**src/rtl/d_pipe_pkg.sv**
```systemverilog
// Shared constants and helpers for the d_pipe delay line.
// Latency: n/a (package only).
// Backpressure: n/a (package only).
package d_pipe_pkg;

    localparam int D_PIPE_WIDTH_DEF = 8;
    localparam int D_PIPE_DEPTH_DEF = 4;

    // Wide enough to hold every count from 0 to depth inclusive.
    function automatic int occ_w(input int depth);
        return $clog2(depth + 1);
    endfunction

endpackage

```
**src/rtl/d_pipe_stage.sv**
```systemverilog
// One delay-line stage: a data register plus its valid flop.
// Latency: 1 enabled cycle.
// Backpressure: holds while en is low; flush clears valid and leaves the data alone.
module d_pipe_stage
    import d_pipe_pkg::*;
#(
    parameter int               WIDTH       = D_PIPE_WIDTH_DEF,
    parameter logic [WIDTH-1:0] RESET_VALUE = '0
) (
    input  logic             clk,
    input  logic             reset,
    input  logic             en,
    input  logic             flush,
    input  logic [WIDTH-1:0] d_dat,
    input  logic             d_vld,
    output logic [WIDTH-1:0] q_dat,
    output logic             q_vld
);

    logic [WIDTH-1:0] data_d, data_q;
    logic             vld_d, vld_q;

    always_comb begin
        data_d = data_q;
        vld_d  = vld_q;
        if (flush) begin
            vld_d = 1'b0;
        end else if (en) begin
            data_d = d_dat;
            vld_d  = d_vld;
        end
    end

    always_ff @(posedge clk) begin
        if (reset) begin
            data_q <= RESET_VALUE;
            vld_q  <= 1'b0;
        end else begin
            data_q <= data_d;
            vld_q  <= vld_d;
        end
    end

    assign q_dat = data_q;
    assign q_vld = vld_q;

endmodule

```
**src/rtl/d_pipe_sync_reset.sv**
```systemverilog
// Stallable DEPTH-stage delay line with per-stage valid, flush and occupancy count.
// Latency: DEPTH enabled cycles from D to Q; all outputs are registered.
// Backpressure: en low freezes every stage and the count; no ready is returned upstream.
module d_pipe_sync_reset
    import d_pipe_pkg::*;
#(
    parameter int               WIDTH       = D_PIPE_WIDTH_DEF,
    parameter int               DEPTH       = D_PIPE_DEPTH_DEF,
    parameter logic [WIDTH-1:0] RESET_VALUE = '0
) (
    input  logic                     clk,
    input  logic                     reset,
    input  logic                     en,
    input  logic                     flush,
    input  logic [WIDTH-1:0]         D,
    input  logic                     d_valid,
    output logic [WIDTH-1:0]         Q,
    output logic                     q_valid,
    output logic [occ_w(DEPTH)-1:0]  occupancy,
    output logic                     busy
);

    localparam int OCC_W = occ_w(DEPTH);

    logic [WIDTH-1:0] stg_dat [DEPTH];
    logic             stg_vld [DEPTH];

    for (genvar i = 0; i < DEPTH; i++) begin : g_stage
        logic [WIDTH-1:0] in_dat;
        logic             in_vld;

        if (i == 0) begin : g_head
            assign in_dat = D;
            assign in_vld = d_valid;
        end else begin : g_body
            assign in_dat = stg_dat[i-1];
            assign in_vld = stg_vld[i-1];
        end

        d_pipe_stage #(
            .WIDTH       (WIDTH),
            .RESET_VALUE (RESET_VALUE)
        ) u_stage (
            .clk   (clk),
            .reset (reset),
            .en    (en),
            .flush (flush),
            .d_dat (in_dat),
            .d_vld (in_vld),
            .q_dat (stg_dat[i]),
            .q_vld (stg_vld[i])
        );
    end

    logic [OCC_W-1:0] occ_d, occ_q;

    // Incremental count: a word entering and one leaving on the same edge cancel out.
    always_comb begin
        occ_d = occ_q;
        if (flush) begin
            occ_d = '0;
        end else if (en) begin
            occ_d = occ_q + OCC_W'(d_valid) - OCC_W'(stg_vld[DEPTH-1]);
        end
    end

    always_ff @(posedge clk) begin
        if (reset) begin
            occ_q <= '0;
        end else begin
            occ_q <= occ_d;
        end
    end

    assign Q         = stg_dat[DEPTH-1];
    assign q_valid   = stg_vld[DEPTH-1];
    assign occupancy = occ_q;
    assign busy      = (occ_q != '0);

endmodule

```
**config.mk**
```make
export PLATFORM = sky130hd
export DESIGN_NAME = d_pipe_sync_reset
export DESIGN_NICKNAME = d
export VERILOG_FILES = /design/src/rtl/d_pipe_pkg.sv /design/src/rtl/d_pipe_stage.sv /design/src/rtl/d_pipe_sync_reset.sv
export SDC_FILE = /design/constraint.sdc
export NUM_CORES = 1
export LEC_CHECK = 0
export BUFFER_PORTS_ARGS = -buffer_cell sky130_fd_sc_hd__buf_2
export CAP_MARGIN = 20
export CORE_MARGIN = 1.5
export CORE_UTILIZATION = 50
export CTS_CLUSTER_DIAMETER = 30
export DETAILED_ROUTE_END_ITERATION = 6
export PLACE_DENSITY_LB_ADDON = 0.15
export SLEW_MARGIN = 15
export SYNTH_ARGS = -nofsm -noshare
export SYNTH_HDL_FRONTEND = slang
export SYNTH_HIERARCHICAL = 1
export SYNTH_SLANG_ARGS = --single-unit
```
**constraint.sdc**
```tcl
create_clock -name clk -period 1.95 [get_ports clk]
set_clock_uncertainty 0.2 [all_clocks]
set_input_delay 0.195 -clock clk [delete_from_list [all_inputs] [get_ports clk]]
set_output_delay 0.195 -clock clk [all_outputs]
set_load 0.01 [all_outputs]
```
==> summary.txt <==
GRT
  – Number of global-route vias before repair: 1297
  – First-pass GRT wire length: 5810 um
  – Total track usage: 18.6%
  – Total overflow reported by the global router: 0
  – Largest net degree at the start of global routing: 45
  – Number of antenna violations at the first check in global routing: 0

Pwr
  – Switching portion of total power: 25.2%
  – Clk network pwr share: 28.5%
  – Net switching component of the power: 348 uW
  – Post-route total power: 1380 uW
  – Worst IR drop on VDD: 0.440 mV
  – Internal power contribution: 1030 uW
  – Sequential cell fraction of total power: 59.5%
  – Relative contribution of combinational cells to total power: 12.0%
  – Ratio of total power to cell area: 632 nW/um^2
  – Static Leak: 0.000810 uW

Clock network
  – CTS sink count: 39
  – Cell at the root of the clock tree: sky130_fd_sc_hd__clkbuf_4
  – Clock transition at the registers of the reported paths: 0.12 ns
  – Number of levels in the clock H-tree: 2
  – Max clock buf depth: 2
  – Latest clock arrival within the worst-skew pair: 0.34 ns
  – CTS tree: done
  – Number of buffers inserted during clock tree synthesis: 5

Min path
  – Path type of the worst min-delay path: input port to flip-flop

Run status
  – Failing checks: negative setup slack
  – Result of the run: finished, violations left

Synthesis
  – Cells taking the most area after synthesis: sky130_fd_sc_hd__dfxtp_1 (43%), sky130_fd_sc_hd__nand4bb_1 (20%), sky130_fd_sc_hd__nand2b_1 (11%)
  – #FFs+latches synth: 39
  – Portion of the post-synthesis area used by sequential elements: 43.4%
  – Post-synth net total: 187
  – Library cell with the largest summed area after synthesis: sky130_fd_sc_hd__dfxtp_1
  – Most common cell in the netlist: sky130_fd_sc_hd__dfxtp_1
  – Number of enable flip-flop cells after synthesis: 0
  – Syn Area/Cell: 10.5 sq um
  – Cell Area, Synth: 1800 sq um
  – Share of flip-flops with an asynchronous set or reset after synthesis: 0%
  – Area fraction of the dominant cell type after synthesis: 43.4%
  – Post-synth top cells: sky130_fd_sc_hd__dfxtp_1 (39), sky130_fd_sc_hd__nand2b_1 (32), sky130_fd_sc_hd__nand4bb_1 (32), sky130_fd_sc_hd__o21ai_1 (32), sky130_fd_sc_hd__nor3_1 (6)
  – Synth Warn #: 6
  – Count of different cell masters after synthesis: 18
  – Cells after Synth: 171
  – Primary FF master, synth: sky130_fd_sc_hd__dfxtp_1

Setup path
  – Buffering stage count on the worst path with inverters included: 3
  – Type of origin of the critical path: flip-flop
  – Cell-by-cell listing of the critical path: inv_2, ha_4, inv_2, ha_4, inv_2, fa_2, xor2_2, a2111oi_4, a31o_1
  – Highest net fanout along the worst path: 2
  – Setup slack of the most critical reg-to-reg path: -0.05 ns
  – Largest stage delay on the critical path: 0.35 ns
  – Type of the worst setup path: flip-flop to flip-flop
  – Library cell contributing the largest single delay on the critical path: sky130_fd_sc_hd__dfxtp_2
  – Required time of the critical path: 2.06 ns
  – CP Data Arrival Time: 2.10 ns
  – Delay-heaviest family, CP: adder cells
  – Sort of element at the end of the critical path: flip-flop
  – Most used cell, CP: sky130_fd_sc_hd__inv_2

STA
  – Period utilisation layout: 102%
  – Unrepaired setup endpoints after global routing: true
  – Final number of max-transition violations: 0
  – Actual transition at the worst max-transition pin: 0.522 ns
  – Maximum clock frequency: 501 MHz
  – Slew headroom: 65.2%
  – Final worst hold slack: 0.132 ns
  – Tmin final: 2.00 ns
  – Setup ws final: -0.0451 ns
  – Number of endpoints failing setup at the final stage: 2
  – Hold Fails Final Rpt: 0

Flow run
  – Max-cap violations: 0

Drt
  – Number of search-and-repair iterations in the first detailed-routing pass: 4
  – Remaining number of nets flagged by the antenna check after routing: 0
  – Routed length per placed instance: 13.2 um
  – DRT iter0 DRCs: 60
  – Number of vias in the routed layout: 1337
  – Avg Vias per Cell: 5.20
  – DRC: 0
  – Total wire length: 3390 um

Floorplan
  – Overall die height: 63.0 um
  – Total die area: 3970 sq um
  – Die width: 63.0 um
  – Top-Level Pins: 26
  – Core region area: 3390 sq um
  – Standard-cell rows: 21
  – Initial core utilization: 53.1%

Place
  – Final HPWL DP: 2170 um
  – Port bufs: 25
  – GP Congestion: 0.741

Layout
  – Number of nets in the finished design: 226
  – Share of post-route cells with drive strength above 1: 25.6%
  – Inserted Diodes: 0
  – Post-synthesis to final-layout area growth: 21.3%
-- cell type report --
cell class	count	area [sq um]
Clock buffer	5	37.5
Clock inverter	3	15.0
Fill cell	279	1210
Inverter	4	15.0
Multi-Input combinational cell	120	1000
Sequential cell	39	783
Tap cell	46	57.6
Timing Repair Buffer	40	273
-- logic make-up after synthesis --
family	count (synthesis)	synth area share, %
muxes	5	2.78
adders and majority gates	3	2.50
buffers and inverters	12	3.62
xor gates and xnor gates	1	0.487
DFF	39	43.4
and+or+nand+nor	76	36.5
AOI/OAI and AO/OA	35	10.7
-- cell usage in the layout (no fill, tap or decap) --
| cell type | netlist | layout |
|---|---|---|
| sky130_fd_sc_hd__dfxtp_1 | 39 | 37 |
| sky130_fd_sc_hd__nand2b_1 | 32 | 32 |
| sky130_fd_sc_hd__nand4bb_1 | 32 | 32 |
| sky130_fd_sc_hd__o21ai_1 | 32 | 32 |
| sky130_fd_sc_hd__buf_2 | 4 | 25 |
| sky130_fd_sc_hd__dlygate4sd3_1 | 0 | 9 |
| sky130_fd_sc_hd__nor3_1 | 6 | 6 |
| sky130_fd_sc_hd__mux2i_1 | 5 | 5 |
| sky130_fd_sc_hd__clkbuf_4 | 0 | 5 |
| sky130_fd_sc_hd__buf_4 | 4 | 5 |
| sky130_fd_sc_hd__nor2b_4 | 4 | 4 |
| sky130_fd_sc_hd__inv_2 | 0 | 3 |
| sky130_fd_sc_hd__clkinv_2 | 0 | 3 |
| sky130_fd_sc_hd__ha_4 | 0 | 2 |
| sky130_fd_sc_hd__dfxtp_2 | 0 | 2 |
| sky130_fd_sc_hd__or3_2 | 1 | 1 |
| sky130_fd_sc_hd__xor2_2 | 0 | 1 |
| sky130_fd_sc_hd__inv_1 | 4 | 1 |
| sky130_fd_sc_hd__a2111oi_4 | 0 | 1 |
| sky130_fd_sc_hd__a31o_1 | 1 | 1 |
| sky130_fd_sc_hd__nor2_1 | 1 | 1 |
| sky130_fd_sc_hd__a2111oi_1 | 0 | 1 |
| sky130_fd_sc_hd__fa_2 | 0 | 1 |
| sky130_fd_sc_hd__buf_12 | 0 | 1 |
-- worst register-to-register path, delay by kind of cell (launching register included) --
kind | cells | cell delay (ns)
DFF | 1 | 0.35
AOI/OAI and AO/OA | 2 | 0.44
buffers and inverters | 3 | 0.13
adders and majority gates | 3 | 0.67
xor gates and xnor gates | 1 | 0.17
-- registers in the layout, summed over array words and instances (netlist names) --
name,count
g_stage.u_stage/q_vld,4
occupancy,3
g_stage.u_stage/q_dat,32
-- worst paths after layout --
check,start,to,cells after the start
max,occupancy[0]$_SDFFE_PP0P_,occupancy[2]$_SDFFE_PP0P_,9
min,reset,occupancy[0]$_SDFFE_PP0P_,2
max reg2reg,occupancy[0]$_SDFFE_PP0P_,occupancy[2]$_SDFFE_PP0P_,9
min reg2reg,g_stage[3].u_stage/q_dat[6]$_SDFFE_PP0P_,g_stage[3].u_stage/q_dat[6]$_SDFFE_PP0P_,2
-- what timing repair did --
action                     in CTS  in global routing
hold endpoints to repair        9                  0
setup endpoints to repair       2                  2
hold buffers                    9                  0
pin swaps                       0                  0
buffers inserted                0                  0
gates resized for setup         0                 10
-- per-layer routing --
| layer | up-vias | share of wire [%] | track usage [%] |
|---|---|---|---|
| li1 | 703 | - | - |
| met1 | 605 | 49 | 22.7 |
| met2 | 24 | 46 | 28.7 |
| met3 | 5 | 3.7 | 7.75 |
| met4 | 0 | 1.3 | 7.78 |
| met5 | - | 0 | 0 |
-- metrics by stage --
step / utilization (%) / setup TNS (ns) / std cells / worst slack, ns / instance area (sq um)
CTS: 63.0 / -0.199 / 257 / -0.131 / 2140
global placement: 58.8 / -0.0323 / 240 / -0.0323 / 1990
detailed placement: 58.8 / -0.192 / 240 / -0.104 / 1990
floorplan: - / -0.0666 / 171 / -0.0666 / 1800
global route: 64.4 / -0.212 / 257 / -0.116 / 2180
finish: 64.4 / -0.0456 / 257 / -0.0451 / 2180
-- power by group through the flow --
stage          logic [uW]  registers, uW  clock network, uW
2_1_floorplan        90.7            837                  0
3_3_place_gp          139            837                  0
3_5_place_dp          145            838                  0
4_1_cts               159            820                406
5_1_grt               180            823                446
6_report              166            820                394
Note: power is estimated with default switching activity, not from simulation.
